**src/rtl/control_sequencer_if.sv**
```systemverilog
// -----------------------------------------------------------------------------
// control_sequencer_if
// Bundles the instruction input, the datapath control strobes and the status
// outputs of the control sequencer.
//   master : the sequencer (reads ir_in/zero_flag, drives strobes and status)
//   slave  : the datapath side (drives ir_in/zero_flag, observes strobes)
// Signals:
//   ir_in        IR output, valid only while ir_read=1
//   zero_flag    ALU Z flag
//   pc_out/pc_inc/pc_load, mar_write, mem_read/mem_write, ir_write/ir_read,
//   imm_out, reg_sel/reg_out/reg_write, alu_a_write/alu_c_write/alu_op/alu_out
//                datapath control strobes
//   halted, illegal, instr_count   status
// -----------------------------------------------------------------------------
interface control_sequencer_if #(
  parameter int DATA_W    = 16,
  parameter int REG_SEL_W = 4,
  parameter int CNT_W     = 16
);
  logic [DATA_W-1:0]    ir_in;
  logic                 zero_flag;
  logic                 pc_out;
  logic                 pc_inc;
  logic                 pc_load;
  logic                 mar_write;
  logic                 mem_read;
  logic                 mem_write;
  logic                 ir_write;
  logic                 ir_read;
  logic                 imm_out;
  logic [REG_SEL_W-1:0] reg_sel;
  logic                 reg_out;
  logic                 reg_write;
  logic                 alu_a_write;
  logic                 alu_c_write;
  logic                 alu_op;
  logic                 alu_out;
  logic                 halted;
  logic                 illegal;
  logic [CNT_W-1:0]     instr_count;

  modport master (
    input  ir_in, zero_flag,
    output pc_out, pc_inc, pc_load, mar_write, mem_read, mem_write,
           ir_write, ir_read, imm_out, reg_sel, reg_out, reg_write,
           alu_a_write, alu_c_write, alu_op, alu_out,
           halted, illegal, instr_count
  );

  modport slave (
    output ir_in, zero_flag,
    input  pc_out, pc_inc, pc_load, mar_write, mem_read, mem_write,
           ir_write, ir_read, imm_out, reg_sel, reg_out, reg_write,
           alu_a_write, alu_c_write, alu_op, alu_out,
           halted, illegal, instr_count
  );
endinterface

```
**src/rtl/control_sequencer.sv**
```systemverilog
// -----------------------------------------------------------------------------
// control_sequencer
// Fetch/decode/execute FSM for the 16-bit single-bus CPU.
// Ports:
//   clk    rising-edge clock
//   reset  synchronous, active-high; forces F0, clears fields and counter
//   bus    control_sequencer_if.master (instruction in, strobes and status out)
// The state, the latched instruction fields and the retired counter are
// registers. Strobes are a Moore decode of the registered state and fields,
// so each strobe is valid for the whole cycle of its state. Two values are
// only known during the cycle itself and are therefore decoded directly:
// illegal (from ir_in, which is valid only in DEC) and the JZ branch (from
// zero_flag in E0). While reset is high every strobe is held at 0.
// -----------------------------------------------------------------------------
module control_sequencer #(
  parameter int DATA_W    = 16,
  parameter int REG_SEL_W = 4,
  parameter int CNT_W     = 16
) (
  input logic                  clk,
  input logic                  reset,
  control_sequencer_if.master  bus
);

  typedef enum logic [2:0] {
    ST_F0  = 3'd0,
    ST_F1  = 3'd1,
    ST_DEC = 3'd2,
    ST_E0  = 3'd3,
    ST_E1  = 3'd4,
    ST_E2  = 3'd5,
    ST_HLT = 3'd6
  } state_e;

  localparam logic [3:0] OP_NOP  = 4'h0;
  localparam logic [3:0] OP_LDI  = 4'h1;
  localparam logic [3:0] OP_MOV  = 4'h2;
  localparam logic [3:0] OP_ADD  = 4'h3;
  localparam logic [3:0] OP_SUB  = 4'h4;
  localparam logic [3:0] OP_LD   = 4'h5;
  localparam logic [3:0] OP_ST   = 4'h6;
  localparam logic [3:0] OP_JMP  = 4'h7;
  localparam logic [3:0] OP_JZ   = 4'h8;
  localparam logic [3:0] OP_HALT = 4'hF;

  state_e               state_q, state_d;
  logic [3:0]           op_q, op_d;
  logic [REG_SEL_W-1:0] rd_q, rd_d;
  logic [REG_SEL_W-1:0] rs_q, rs_d;
  logic [CNT_W-1:0]     cnt_q, cnt_d;
  logic                 retire_s;

  logic [3:0]           ir_op_s;
  logic [REG_SEL_W-1:0] ir_rd_s;
  logic [REG_SEL_W-1:0] ir_rs_s;

  // The imm8 byte is driven onto the bus by the IR/immediate path itself;
  // the sequencer only needs op, rd and rs (rs is imm8[7:4]).
  assign ir_op_s = bus.ir_in[DATA_W-1 -: 4];
  assign ir_rd_s = bus.ir_in[DATA_W-5 -: REG_SEL_W];
  assign ir_rs_s = bus.ir_in[DATA_W-9 -: REG_SEL_W];

  // Opcodes 9..E are undefined and retire as NOP.
  function automatic logic is_illegal(input logic [3:0] op);
    return (op >= 4'h9) && (op <= 4'hE);
  endfunction

  logic pc_out_s, pc_inc_s, pc_load_s, mar_write_s, mem_read_s, mem_write_s;
  logic ir_write_s, ir_read_s, imm_out_s, reg_out_s, reg_write_s;
  logic alu_a_write_s, alu_c_write_s, alu_op_s, alu_out_s, halted_s, illegal_s;
  logic [REG_SEL_W-1:0] reg_sel_s;

  // Next-state, field-latch and retire decode.
  always_comb begin
    state_d = state_q;
    op_d    = op_q;
    rd_d    = rd_q;
    rs_d    = rs_q;
    case (state_q)
      ST_F0:  state_d = ST_F1;
      ST_F1:  state_d = ST_DEC;
      ST_DEC: begin
        op_d = ir_op_s;
        rd_d = ir_rd_s;
        rs_d = ir_rs_s;
        case (ir_op_s)
          OP_LDI, OP_MOV, OP_ADD, OP_SUB, OP_LD, OP_ST, OP_JMP, OP_JZ:
                   state_d = ST_E0;
          OP_HALT: state_d = ST_HLT;
          default: state_d = ST_F0;
        endcase
      end
      ST_E0: begin
        case (op_q)
          OP_MOV, OP_ADD, OP_SUB, OP_LD, OP_ST: state_d = ST_E1;
          default:                              state_d = ST_F0;
        endcase
      end
      ST_E1: begin
        case (op_q)
          OP_ADD, OP_SUB: state_d = ST_E2;
          default:        state_d = ST_F0;
        endcase
      end
      ST_E2:  state_d = ST_F0;
      ST_HLT: state_d = ST_HLT;
      default: state_d = ST_F0;
    endcase
    // An instruction retires on the cycle that leaves its last state.
    retire_s = ((state_q == ST_DEC) || (state_q == ST_E0) ||
                (state_q == ST_E1) || (state_q == ST_E2)) &&
               ((state_d == ST_F0) || (state_d == ST_HLT));
    if (retire_s) begin
      cnt_d = cnt_q + {{(CNT_W-1){1'b0}}, 1'b1};
    end else begin
      cnt_d = cnt_q;
    end
  end

  // FSM state, latched fields and retired counter.
  always_ff @(posedge clk) begin
    if (reset) begin
      state_q <= ST_F0;
      op_q    <= 4'h0;
      rd_q    <= {REG_SEL_W{1'b0}};
      rs_q    <= {REG_SEL_W{1'b0}};
      cnt_q   <= {CNT_W{1'b0}};
    end else begin
      state_q <= state_d;
      op_q    <= op_d;
      rd_q    <= rd_d;
      rs_q    <= rs_d;
      cnt_q   <= cnt_d;
    end
  end

  // Strobe decode from the registered state and fields.
  always_comb begin
    pc_out_s      = 1'b0;
    pc_inc_s      = 1'b0;
    pc_load_s     = 1'b0;
    mar_write_s   = 1'b0;
    mem_read_s    = 1'b0;
    mem_write_s   = 1'b0;
    ir_write_s    = 1'b0;
    ir_read_s     = 1'b0;
    imm_out_s     = 1'b0;
    reg_sel_s     = {REG_SEL_W{1'b0}};
    reg_out_s     = 1'b0;
    reg_write_s   = 1'b0;
    alu_a_write_s = 1'b0;
    alu_c_write_s = 1'b0;
    alu_op_s      = 1'b0;
    alu_out_s     = 1'b0;
    halted_s      = 1'b0;
    illegal_s     = 1'b0;
    if (reset) begin
      halted_s = 1'b0;
    end else begin
      case (state_q)
        ST_F0: begin
          pc_out_s    = 1'b1;
          mar_write_s = 1'b1;
        end
        ST_F1: begin
          mem_read_s = 1'b1;
          ir_write_s = 1'b1;
          pc_inc_s   = 1'b1;
        end
        ST_DEC: begin
          ir_read_s = 1'b1;
          illegal_s = is_illegal(ir_op_s);
        end
        ST_E0: begin
          case (op_q)
            OP_LDI: begin
              imm_out_s = 1'b1; reg_sel_s = rd_q; reg_write_s = 1'b1;
            end
            OP_MOV: begin
              reg_sel_s = rs_q; reg_out_s = 1'b1;
            end
            OP_ADD, OP_SUB: begin
              reg_sel_s = rd_q; reg_out_s = 1'b1; alu_a_write_s = 1'b1;
            end
            OP_LD: begin
              reg_sel_s = rs_q; reg_out_s = 1'b1; mar_write_s = 1'b1;
            end
            OP_ST: begin
              reg_sel_s = rd_q; reg_out_s = 1'b1; mar_write_s = 1'b1;
            end
            OP_JMP: begin
              imm_out_s = 1'b1; pc_load_s = 1'b1;
            end
            OP_JZ: begin
              // Z cannot change between the last ADD/SUB and this cycle.
              if (bus.zero_flag) begin
                imm_out_s = 1'b1; pc_load_s = 1'b1;
              end else begin
                pc_load_s = 1'b0;
              end
            end
            default: pc_load_s = 1'b0;
          endcase
        end
        ST_E1: begin
          case (op_q)
            OP_MOV: begin
              // Bus value from E0 is held by the RF output latch.
              reg_sel_s = rd_q; reg_write_s = 1'b1;
            end
            OP_ADD, OP_SUB: begin
              reg_sel_s = rs_q; reg_out_s = 1'b1; alu_c_write_s = 1'b1;
              alu_op_s = (op_q == OP_SUB);
            end
            OP_LD: begin
              mem_read_s = 1'b1; reg_sel_s = rd_q; reg_write_s = 1'b1;
            end
            OP_ST: begin
              reg_sel_s = rs_q; reg_out_s = 1'b1; mem_write_s = 1'b1;
            end
            default: reg_write_s = 1'b0;
          endcase
        end
        ST_E2: begin
          alu_out_s = 1'b1; reg_sel_s = rd_q; reg_write_s = 1'b1;
        end
        ST_HLT:  halted_s = 1'b1;
        default: halted_s = 1'b0;
      endcase
    end
  end

  assign bus.pc_out      = pc_out_s;
  assign bus.pc_inc      = pc_inc_s;
  assign bus.pc_load     = pc_load_s;
  assign bus.mar_write   = mar_write_s;
  assign bus.mem_read    = mem_read_s;
  assign bus.mem_write   = mem_write_s;
  assign bus.ir_write    = ir_write_s;
  assign bus.ir_read     = ir_read_s;
  assign bus.imm_out     = imm_out_s;
  assign bus.reg_sel     = reg_sel_s;
  assign bus.reg_out     = reg_out_s;
  assign bus.reg_write   = reg_write_s;
  assign bus.alu_a_write = alu_a_write_s;
  assign bus.alu_c_write = alu_c_write_s;
  assign bus.alu_op      = alu_op_s;
  assign bus.alu_out     = alu_out_s;
  assign bus.halted      = halted_s;
  assign bus.illegal     = illegal_s;
  assign bus.instr_count = cnt_q;

endmodule

```
**src/flat_wrapper.sv**
```systemverilog
// flat-port wrapper written by rule: the top's interface ports become plain ports
module control_sequencer_flat 
#(
  parameter int DATA_W    = 16,
  parameter int REG_SEL_W = 4,
  parameter int CNT_W     = 16
)
  (clk, reset, bus_ir_in, bus_zero_flag, bus_pc_out, bus_pc_inc, bus_pc_load, bus_mar_write, bus_mem_read, bus_mem_write, bus_ir_write, bus_ir_read, bus_imm_out, bus_reg_sel, bus_reg_out, bus_reg_write, bus_alu_a_write, bus_alu_c_write, bus_alu_op, bus_alu_out, bus_halted, bus_illegal, bus_instr_count);
  control_sequencer_if #(.DATA_W(DATA_W), .REG_SEL_W(REG_SEL_W), .CNT_W(CNT_W)) bus_i ();
  input logic clk;
  input logic reset;
  input wire logic [$bits(bus_i.ir_in)-1:0] bus_ir_in;
  input wire logic [$bits(bus_i.zero_flag)-1:0] bus_zero_flag;
  output wire logic [$bits(bus_i.pc_out)-1:0] bus_pc_out;
  output wire logic [$bits(bus_i.pc_inc)-1:0] bus_pc_inc;
  output wire logic [$bits(bus_i.pc_load)-1:0] bus_pc_load;
  output wire logic [$bits(bus_i.mar_write)-1:0] bus_mar_write;
  output wire logic [$bits(bus_i.mem_read)-1:0] bus_mem_read;
  output wire logic [$bits(bus_i.mem_write)-1:0] bus_mem_write;
  output wire logic [$bits(bus_i.ir_write)-1:0] bus_ir_write;
  output wire logic [$bits(bus_i.ir_read)-1:0] bus_ir_read;
  output wire logic [$bits(bus_i.imm_out)-1:0] bus_imm_out;
  output wire logic [$bits(bus_i.reg_sel)-1:0] bus_reg_sel;
  output wire logic [$bits(bus_i.reg_out)-1:0] bus_reg_out;
  output wire logic [$bits(bus_i.reg_write)-1:0] bus_reg_write;
  output wire logic [$bits(bus_i.alu_a_write)-1:0] bus_alu_a_write;
  output wire logic [$bits(bus_i.alu_c_write)-1:0] bus_alu_c_write;
  output wire logic [$bits(bus_i.alu_op)-1:0] bus_alu_op;
  output wire logic [$bits(bus_i.alu_out)-1:0] bus_alu_out;
  output wire logic [$bits(bus_i.halted)-1:0] bus_halted;
  output wire logic [$bits(bus_i.illegal)-1:0] bus_illegal;
  output wire logic [$bits(bus_i.instr_count)-1:0] bus_instr_count;
  assign bus_i.ir_in = bus_ir_in;
  assign bus_i.zero_flag = bus_zero_flag;
  assign bus_pc_out = bus_i.pc_out;
  assign bus_pc_inc = bus_i.pc_inc;
  assign bus_pc_load = bus_i.pc_load;
  assign bus_mar_write = bus_i.mar_write;
  assign bus_mem_read = bus_i.mem_read;
  assign bus_mem_write = bus_i.mem_write;
  assign bus_ir_write = bus_i.ir_write;
  assign bus_ir_read = bus_i.ir_read;
  assign bus_imm_out = bus_i.imm_out;
  assign bus_reg_sel = bus_i.reg_sel;
  assign bus_reg_out = bus_i.reg_out;
  assign bus_reg_write = bus_i.reg_write;
  assign bus_alu_a_write = bus_i.alu_a_write;
  assign bus_alu_c_write = bus_i.alu_c_write;
  assign bus_alu_op = bus_i.alu_op;
  assign bus_alu_out = bus_i.alu_out;
  assign bus_halted = bus_i.halted;
  assign bus_illegal = bus_i.illegal;
  assign bus_instr_count = bus_i.instr_count;
  control_sequencer #(.DATA_W(DATA_W), .REG_SEL_W(REG_SEL_W), .CNT_W(CNT_W)) u_core (.clk(clk), .reset(reset), .bus(bus_i));
endmodule
```
**config.mk**
```make
export PLATFORM = sky130hd
export DESIGN_NAME = control_sequencer_flat
export DESIGN_NICKNAME = d
export VERILOG_FILES = /design/src/rtl/control_sequencer_if.sv /design/src/rtl/control_sequencer.sv /design/src/flat_wrapper.sv
export SDC_FILE = /design/constraint.sdc
export NUM_CORES = 1
export LEC_CHECK = 0
export ABC_CLOCK_PERIOD_IN_PS = 4600
export CAP_MARGIN = 15
export CORE_AREA = 2 2 57 59
export DETAILED_ROUTE_END_ITERATION = 8
export DIE_AREA = 0 0 59 61
export DONT_BUFFER_PORTS = 1
export PLACE_DENSITY = 0.84
export SLEW_MARGIN = 0
export SYNTH_ARGS = -nofsm -noshare
export SYNTH_HDL_FRONTEND = slang
export SYNTH_SLANG_ARGS = --single-unit
```
**constraint.sdc**
```tcl
create_clock -name clk -period 4.6 [get_ports clk]
set_clock_uncertainty 0.05 [all_clocks]
set_input_delay 1.15 -clock clk [delete_from_list [all_inputs] [get_ports clk]]
set_output_delay 1.15 -clock clk [all_outputs]
set_load 0.01 [all_outputs]
```
Word-level counts from Yosys, hierarchy flattened --
Memories as Yosys holds them, arrays and structs flattened. Index checks and enable logic that the tools add are counted.
Operators by class: $add $sub $neg 1, equal/unequal tests 15, muxes and demuxes 51, $lt $le $gt $ge 2, reduce and logical (&&, ||, !) cells 15
Operator list (count):
- two-way mux 1 bit | 38
- case mux 3 bit (6 select lines) | 1
- adder 16 x 1 -> 16 bit (second input constant) | 1
- equality test 4 x 3 -> 1 bit (second input constant) | 4
- case mux 4 bit (2 select lines) | 2
- equality test 3 bit (second input constant) | 4
- case mux 4 bit (3 select lines) | 1
- case mux 1 bit (2 select lines) | 5
- equality test 4 x 2 -> 1 bit (second input constant) | 2
- OR reduction 2 bit | 4
- equality test 3 x 2 -> 1 bit (second input constant) | 2
- zero test 3 bit | 2
- two-way mux 3 bit | 2
- OR reduction 5 bit | 1
- equality test 4 x 1 -> 1 bit (second input constant) | 1
- equality test 4 bit (second input constant) | 1
- greater-or-equal comparator 4 bit (second input constant) | 1
- <= comparator 4 bit (second input constant) | 1
- logical OR 1 bit | 4
- two-way mux 4 bit | 1
- OR reduction 4 bit | 1
- equality test 3 x 1 -> 1 bit (second input constant) | 1
- case mux 1 bit (3 select lines) | 1
- OR reduction 3 bit | 1
- logical AND 1 bit | 2
Storage, ports and cells: ROM bits 48, word-level logic and storage cells 90, flip-flop bits (word level) 31, output and inout port bits 37, memories kept 1
Memories:
- (no name shown) | depth 16, bits a word 3, read ports 1, clocked after Yosys merged registers in 0, wr ports 0, line control_sequencer.sv:86 | case (ir_op_s)

Depth between registers and ports, before layout --
Gate-level depths: netlist (run 1).
word-level depth 7, gate-level depth with buffers 10, mapped depth without buffers 7

Least setup slack after synthesis (run 1) --
No wires, ideal clock.
path kind input -> output, from input port reset, to output port bus_pc_inc, setup slack 1241 ps, stages 3, arrival time 2159 ps, path through clkbuf_1 nor4b_1 buf_4
Between the ends: cells in the longest elaborated chain, start to end 1
RTL lines:
- from (decl) | line flat_wrapper.sv:11 | input logic reset;
- two-way mux 1 bit
- to (decl) | line flat_wrapper.sv:15 | output wire logic [$bits(bus_i.pc_inc)-1:0] bus_pc_inc;
No other way between the ends.

Worst setup path after layout (run 1) --
from register u_core.state_q[2], to output port bus_reg_sel[0]
Between the ends: cells in the longest elaborated chain, start to end 3, elaborated cells on any way between the ends 5, those cells by class 3 x eq/ne; 2 x mux
RTL lines:
- from (decl) | line control_sequencer.sv:46 | state_e state_q, state_d;
- from (signal assigned) | line control_sequencer.sv:129 | state_q <= state_d;
- equality test 3 bit or equality test 3 x 2 -> 1 bit (tied branches) | line control_sequencer.sv:160 | case (state_q)
- case mux 4 bit (3 select lines) (*) | line control_sequencer.sv:160
- two-way mux 4 bit (*) | line control_sequencer.sv:157 | if (reset) begin
- to (decl) | line flat_wrapper.sv:23 | output wire logic [$bits(bus_i.reg_sel)-1:0] bus_reg_sel;
Mark *: on every way between the ends. The rest lies on a longest branch, timed or not.

==> results of run 1 <==
[report_power, final]
group,switching (uW),internal (uW)
clock,99.4,169
combinational,108,55.9
sequential,35.3,286
total,243,511
[final timing paths]
kind / startpoint / endpoint
max: u_core.state_q[2] / bus_reg_sel[0]
min: u_core.rs_q[2] / u_core.rs_q[2]
max reg2reg: u_core.state_q[2] / u_core.bus.instr_count[15]
min reg2reg: u_core.rs_q[2] / u_core.rs_q[2]
[layout make-up]
type / instances / area [um2] / area share
clock buffer: 5 / 37.5 / 0.0186
clock inverter: 3 / 67.6 / 0.0334
inverter: 6 / 22.5 / 0.0111
multi-input combinational: 195 / 1210 / 0.599
sequential: 31 / 621 / 0.307
tap: 33 / 41.3 / 0.0204
timing repair buffer: 3 / 22.5 / 0.0111
[kinds of logic after synthesis]
group	count (synthesis)
AOI/OAI and AO/OA	74
xor gates and xnor gates	2
DFF	31
and+or+nand+nor	116
buffers and inverters	28
adders and majority gates	3
[through the flow]
stage | worst slack [ps] | util
3_5_place_dp | 1320 | 0.647
5_1_grt | 845 | 0.685
2_1_floorplan | 1240 | -
4_1_cts | 1050 | 0.683
6_report | 1060 | 0.685
3_3_place_gp | 1330 | 0.647
[worst max-delay path: stages (launching register included)]
cell and delay [ps]:
sky130_fd_sc_hd__dfxtp_1 590, sky130_fd_sc_hd__nor3b_2 440, sky130_fd_sc_hd__a22oi_1 160, sky130_fd_sc_hd__a211oi_1 540
sky130_fd_sc_hd__a22o_1 280
[layer usage]
| layer | part of all wire | vias to the layer above | wire, um |
|---|---|---|---|
| met4 | 0.017 | 0 | 78 |
| li1 | - | 935 | - |
| met5 | 0 | - | 0 |
| met2 | 0.48 | 72 | 2130 |
| met1 | 0.44 | 873 | 1960 |
| met3 | 0.066 | 8 | 293 |
[Yosys cell counts, drive strengths merged, types with 4 or more instances]
| master | number | area (um2) |
|---|---|---|
| a21oi | 32 | 160 |
| dfxtp | 31 | 621 |
| nand2 | 31 | 116 |
| nand3 | 16 | 97.6 |
| clkbuf | 14 | 52.6 |
| nor2 | 14 | 52.6 |
| o31ai | 12 | 90.1 |
| or4 | 12 | 93.8 |
| buf | 8 | 47.5 |
| inv | 6 | 22.5 |
| o21ai | 6 | 30.0 |
| nand4 | 5 | 31.3 |
| nor4 | 5 | 31.3 |
| a22o | 4 | 35.0 |
| and3 | 4 | 25.0 |
| nor2b | 4 | 25.0 |
[state kept, by name, summed over array words and instances, names as in the netlist]
signal and count:
u_core.op_q 4, u_core.rd_q 4, u_core.bus.instr_count 16, u_core.state_q 3, u_core.rs_q 4
==> flow_summary.ini, run 1 <==
[die]
overall_die_area_um2 = 3600
initial_utilization = 0.662
coreArea_um2 = 2950
ioPinCount = 56
placementRows = 20
chipHeight_um = 61
die-width_um = 59

[critical_path]
data_arrival_time_of_the_critical_path_ps = 2340
worstPathRequired_ps = 3400
start_kind = register
path_max_fanout = 14
worst-r2r-cell-count = 7
timing.setup.critical_path_class = register to primary output
critical_path.endpoint_type = primary output
r2r_setup_slack_ps = 1920

[timing]
final_period_minus_worst_setup_slack_ps = 3540
final.setup.tns_ps = 0
post-route-period-util = 0.769
tightest_slew_ps = 705
finish_stage_setup_viols = 0
fin_worst_hold_slack_ps = 403
grt_setup_unrepaired = false
clock.fmax_mhz = 283
slew_headroom = 0.526
finalMaxSlewViolations = 0
finalHoldViolCount = 0

[layout]
fillCellCount = 274
fin_nets = 264
layout_common_cells = sky130_fd_sc_hd__a21oi_1 (32), sky130_fd_sc_hd__nand2_1 (31), sky130_fd_sc_hd__dfxtp_1 (31), sky130_fd_sc_hd__nand3_1 (14), sky130_fd_sc_hd__nor2_1 (14)
syn2layout_area_growth_pct = 3.52
final_cell_count_no_fill = 276
ant_diodes = 0
finish.instance_area_um2 = 2020
final_common_cell = sky130_fd_sc_hd__a21oi_1
final_layout_size_suffix_gt1_frac = 0.0947

[clocking]
clkSlewWorstSetupHoldPaths_ps = 100
max-clock-path-buffers = 2
clock_latency_ps = 340
cell_chosen_for_the_clock_root = sky130_fd_sc_hd__clkbuf_4
clkSinkCount = 31
tritoncts_clock_tree = done
postCtsResizedCells = 0
cts-buffers-inserted = 5
cts_setup_buffers = 0
cts-htree-levels = 2
ctsHoldBuffers = 0

[yosys]
async_reset_ff_frac = 0
synth_area_um2 = 1950
edff_count_synth = 0
synth-main-ff-cell = sky130_fd_sc_hd__dfxtp_1
post_synth_and_or_nand_nor_area_fraction = 0.344
synth_adder_area_share = 0.0192
synth_top_family_by_area = simple AND/OR/NAND/NOR gates
synthCells = 254
synth-xor-area-share = 0.00896
number_of_synthesized_register_bits = 31
ys_seq_area_frac = 0.318
postSynthAreaPerCell_um2 = 7.69
ys.warnings.count = 0
synthesis.nets = 276
netlist-cell-type-count = 55
synth_compound_area_frac = 0.247
muxShareOfSynthArea = 0

[detailed_routing]
drt_wl_total_um = 4470
detail_route.wl_per_cell_um = 16.2
vias = 1888
detail_route.first_pass.iterations = 4
drtAntennaViolNets = 0
vias_per_cell = 6.84
number_of_remaining_drc_errors = 0
first_iter_violations = 143

[power]
design_power_total_uw = 753
vdd_drop_max_mv = 0.248
leakage_power_uw = 0.000635
power_density_nw_per_um2 = 372

[global_route]
globalRouteMet2Util = 0.413
grt_pass1_wl_um = 7070
grt.met1_usage = 0.326
grt_overflow_total = 0
gr-usage-all-layers = 0.256
gr-usage-met3 = 0.0725
grt_max_degree = 47
number_of_antenna_violations_at_the_first_check_in_global_routing = 0
busiest_layer = met2
via_count_of_the_first_global_routing_pass = 1616

[placement]
place.detailed.hpwl_um = 3020
placement.io_buffers = 0
dpl.cell_count = 267
routabilityCongestion = 0.805
place_area_um2 = 1910

[hold_path]
hold_path.class = register to register
min_delay_path_depth = 2

[outcome]
status = finished, final reports clean

[flow_run]
cap_viol_max_count = 0
No activity file was read; power rests on OpenSTA's default activity.
==> inputs of run 2 (changes only) <==
Settings changed: ABC_CLOCK_PERIOD_IN_PS 4600 to 3000, CORE_AREA 2 2 57 59 to 2 2 62 64, DIE_AREA 0 0 59 61 to 0 0 64 66, PLACE_DENSITY 0.84 to 0.75.
Clock period 4.6 ns to 3 ns, I/O delays scaled along.
==> flow_summary.ini, run 2 (synthesis gave the netlist of run 1 again) <==
[global_route]
grt_max_degree = 47
grt_overflow_total = 0
gr-usage-all-layers = 0.215
via_count_of_the_first_global_routing_pass = 1593
number_of_antenna_violations_at_the_first_check_in_global_routing = 0
grt_pass1_wl_um = 7220

[critical_path]
crit_slowest_cell = sky130_fd_sc_hd__dfxtp_1
timing.critical_path.slowest_cell_delay_ps = 410
timing.critical_path.mode_cell = sky130_fd_sc_hd__buf_4
path_max_fanout = 9
timing.setup.critical_path_class = register to primary output
critical_path.cell_chain = buf_4, and3b_1, a221oi_1, a211oi_2, buf_4, a22o_1
r2r_setup_slack_ps = 470
worst-r2r-cell-count = 7
critical_path.endpoint_type = primary output
data_arrival_time_of_the_critical_path_ps = 2000
worstPathRequired_ps = 2200
critical_path.reg2reg.startpoint = u_core.state_q[1]
worst_r2r_endpoint = u_core.bus.instr_count[15]
start_kind = register

[clocking]
tritoncts_clock_tree = done
cell_chosen_for_the_clock_root = sky130_fd_sc_hd__clkbuf_4
clkSinkCount = 31
cts_setup_buffers = 0
postCtsResizedCells = 0
max-clock-path-buffers = 2
cts-htree-levels = 2
clock_latency_ps = 330
clkSlewWorstSetupHoldPaths_ps = 100
ctsHoldBuffers = 0
cts-buffers-inserted = 5

[die]
initial_utilization = 0.550
chipHeight_um = 66
die-width_um = 64
ioPinCount = 56
coreArea_um2 = 3550
placementRows = 22
overall_die_area_um2 = 4220

[detailed_routing]
vias = 1841
first_iter_violations = 89
detail_route.wl_per_cell_um = 15.0
drtAntennaViolNets = 0
vias_per_cell = 6.20
detail_route.first_pass.iterations = 4
number_of_remaining_drc_errors = 0
drt_wl_total_um = 4460

[timing]
clock.fmax_mhz = 357
finalHoldViolCount = 0
finish_stage_setup_viols = 0
post-route-period-util = 0.933
final.setup.tns_ps = 0
slew_headroom = 0.552
finalMaxSlewViolations = 0
final_period_minus_worst_setup_slack_ps = 2800
tightest_slew_ps = 669
grt_setup_unrepaired = false

[power]
leakage_power_uw = 0.000644
power_density_nw_per_um2 = 485
vdd_drop_max_mv = 0.348

[layout]
fillCellCount = 343
layout_common_cells = sky130_fd_sc_hd__a21oi_1 (31), sky130_fd_sc_hd__nand2_1 (31), sky130_fd_sc_hd__dfxtp_1 (30), sky130_fd_sc_hd__nand3_1 (14), sky130_fd_sc_hd__nor2_1 (14)
fin_nets = 270
ant_diodes = 0
final_core_utilization = 0.575
syn2layout_area_growth_pct = 4.48
final_layout_size_suffix_gt1_frac = 0.120
largest_reg_flops = 16

[outcome]
status = finished, final reports clean

[placement]
routabilityCongestion = 0.781
placement.io_buffers = 0
place.detailed.hpwl_um = 3100

[hold_path]
hold_path.class = register to register
min_delay_path_depth = 2
worst_hold_start = u_core.rs_q[1]
holdPathEnd = u_core.rs_q[1]

[flow_run]
cap_viol_max_count = 0
## run 2: cell types whose count changed in the layout (fill, tap and decap cells not counted), sizes merged
cell / delta
buf: +6
bufinv: -2
clkbuf: +2
clkinv: +1
clkinvlp: -1
## run 2: power by group
group	leakage [uW]	internal, uW	switching (uW)
Clock	0.0000293	91.2	143
Sequential	0.000251	439	39.3
Combinational	0.000364	94.3	183
## run 2: cell type report
cell class,instances,area [um2],area share
clock buffer,7,45.0,0.0221
clock inverter,1,5.00,0.00245
inverter,6,22.5,0.0110
multi-input combinational,195,1220,0.597
sequential,31,622,0.305
tap,48,60.1,0.0294
timing repair buffer,9,67.6,0.0331
## run 2: routing by layer
metal  GRT usage  vias to the layer above  wire length, um
li1            -                      953                -
met1       0.258                      844             2050
met2       0.353                       41             2100
met3      0.0869                        3              287
met4      0.0598                        0               25
met5           0                        -                0
## run 2: metrics by stage
step                      setup WS (ps)  hold slack [ps]  power (uW)  std cells  cell area [um2]
after CTS                          78.3              406         989        296             2020
after global placement              442              389         752        288             1970
after global routing               64.5              405        1050        297             2040
after detailed placement            404              394         758        288             1970
after floorplan                     441              386         730        254             1950
final                               202              405         990        297             2040
## run 2: worst max-delay path by stage
| stage | start | to | slack, ps | cells after the start |
|---|---|---|---|---|
| final | u_core.state_q[2] | bus_reg_sel[2] | 200 | 6 |
| after global routing | u_core.op_q[2] | bus_reg_sel[0] | 60 | 5 |
| after CTS | u_core.state_q[0] | bus_reg_sel[0] | 80 | 5 |
| after detailed placement | u_core.state_q[1] | u_core.bus.instr_count[6] | 400 | 7 |
| after global placement | u_core.state_q[1] | u_core.bus.instr_count[4] | 440 | 7 |
| after floorplan | reset | bus_pc_inc | 440 | 3 |
## run 2: worst max-delay path: cells and delay by family, from the launching register on
kind | cells | cell delay, ps
AO/OA/AOI/OAI | 3 | 650
flip-flops | 1 | 410
buffers and inverters | 2 | 350
AND/OR/NAND/NOR | 1 | 260
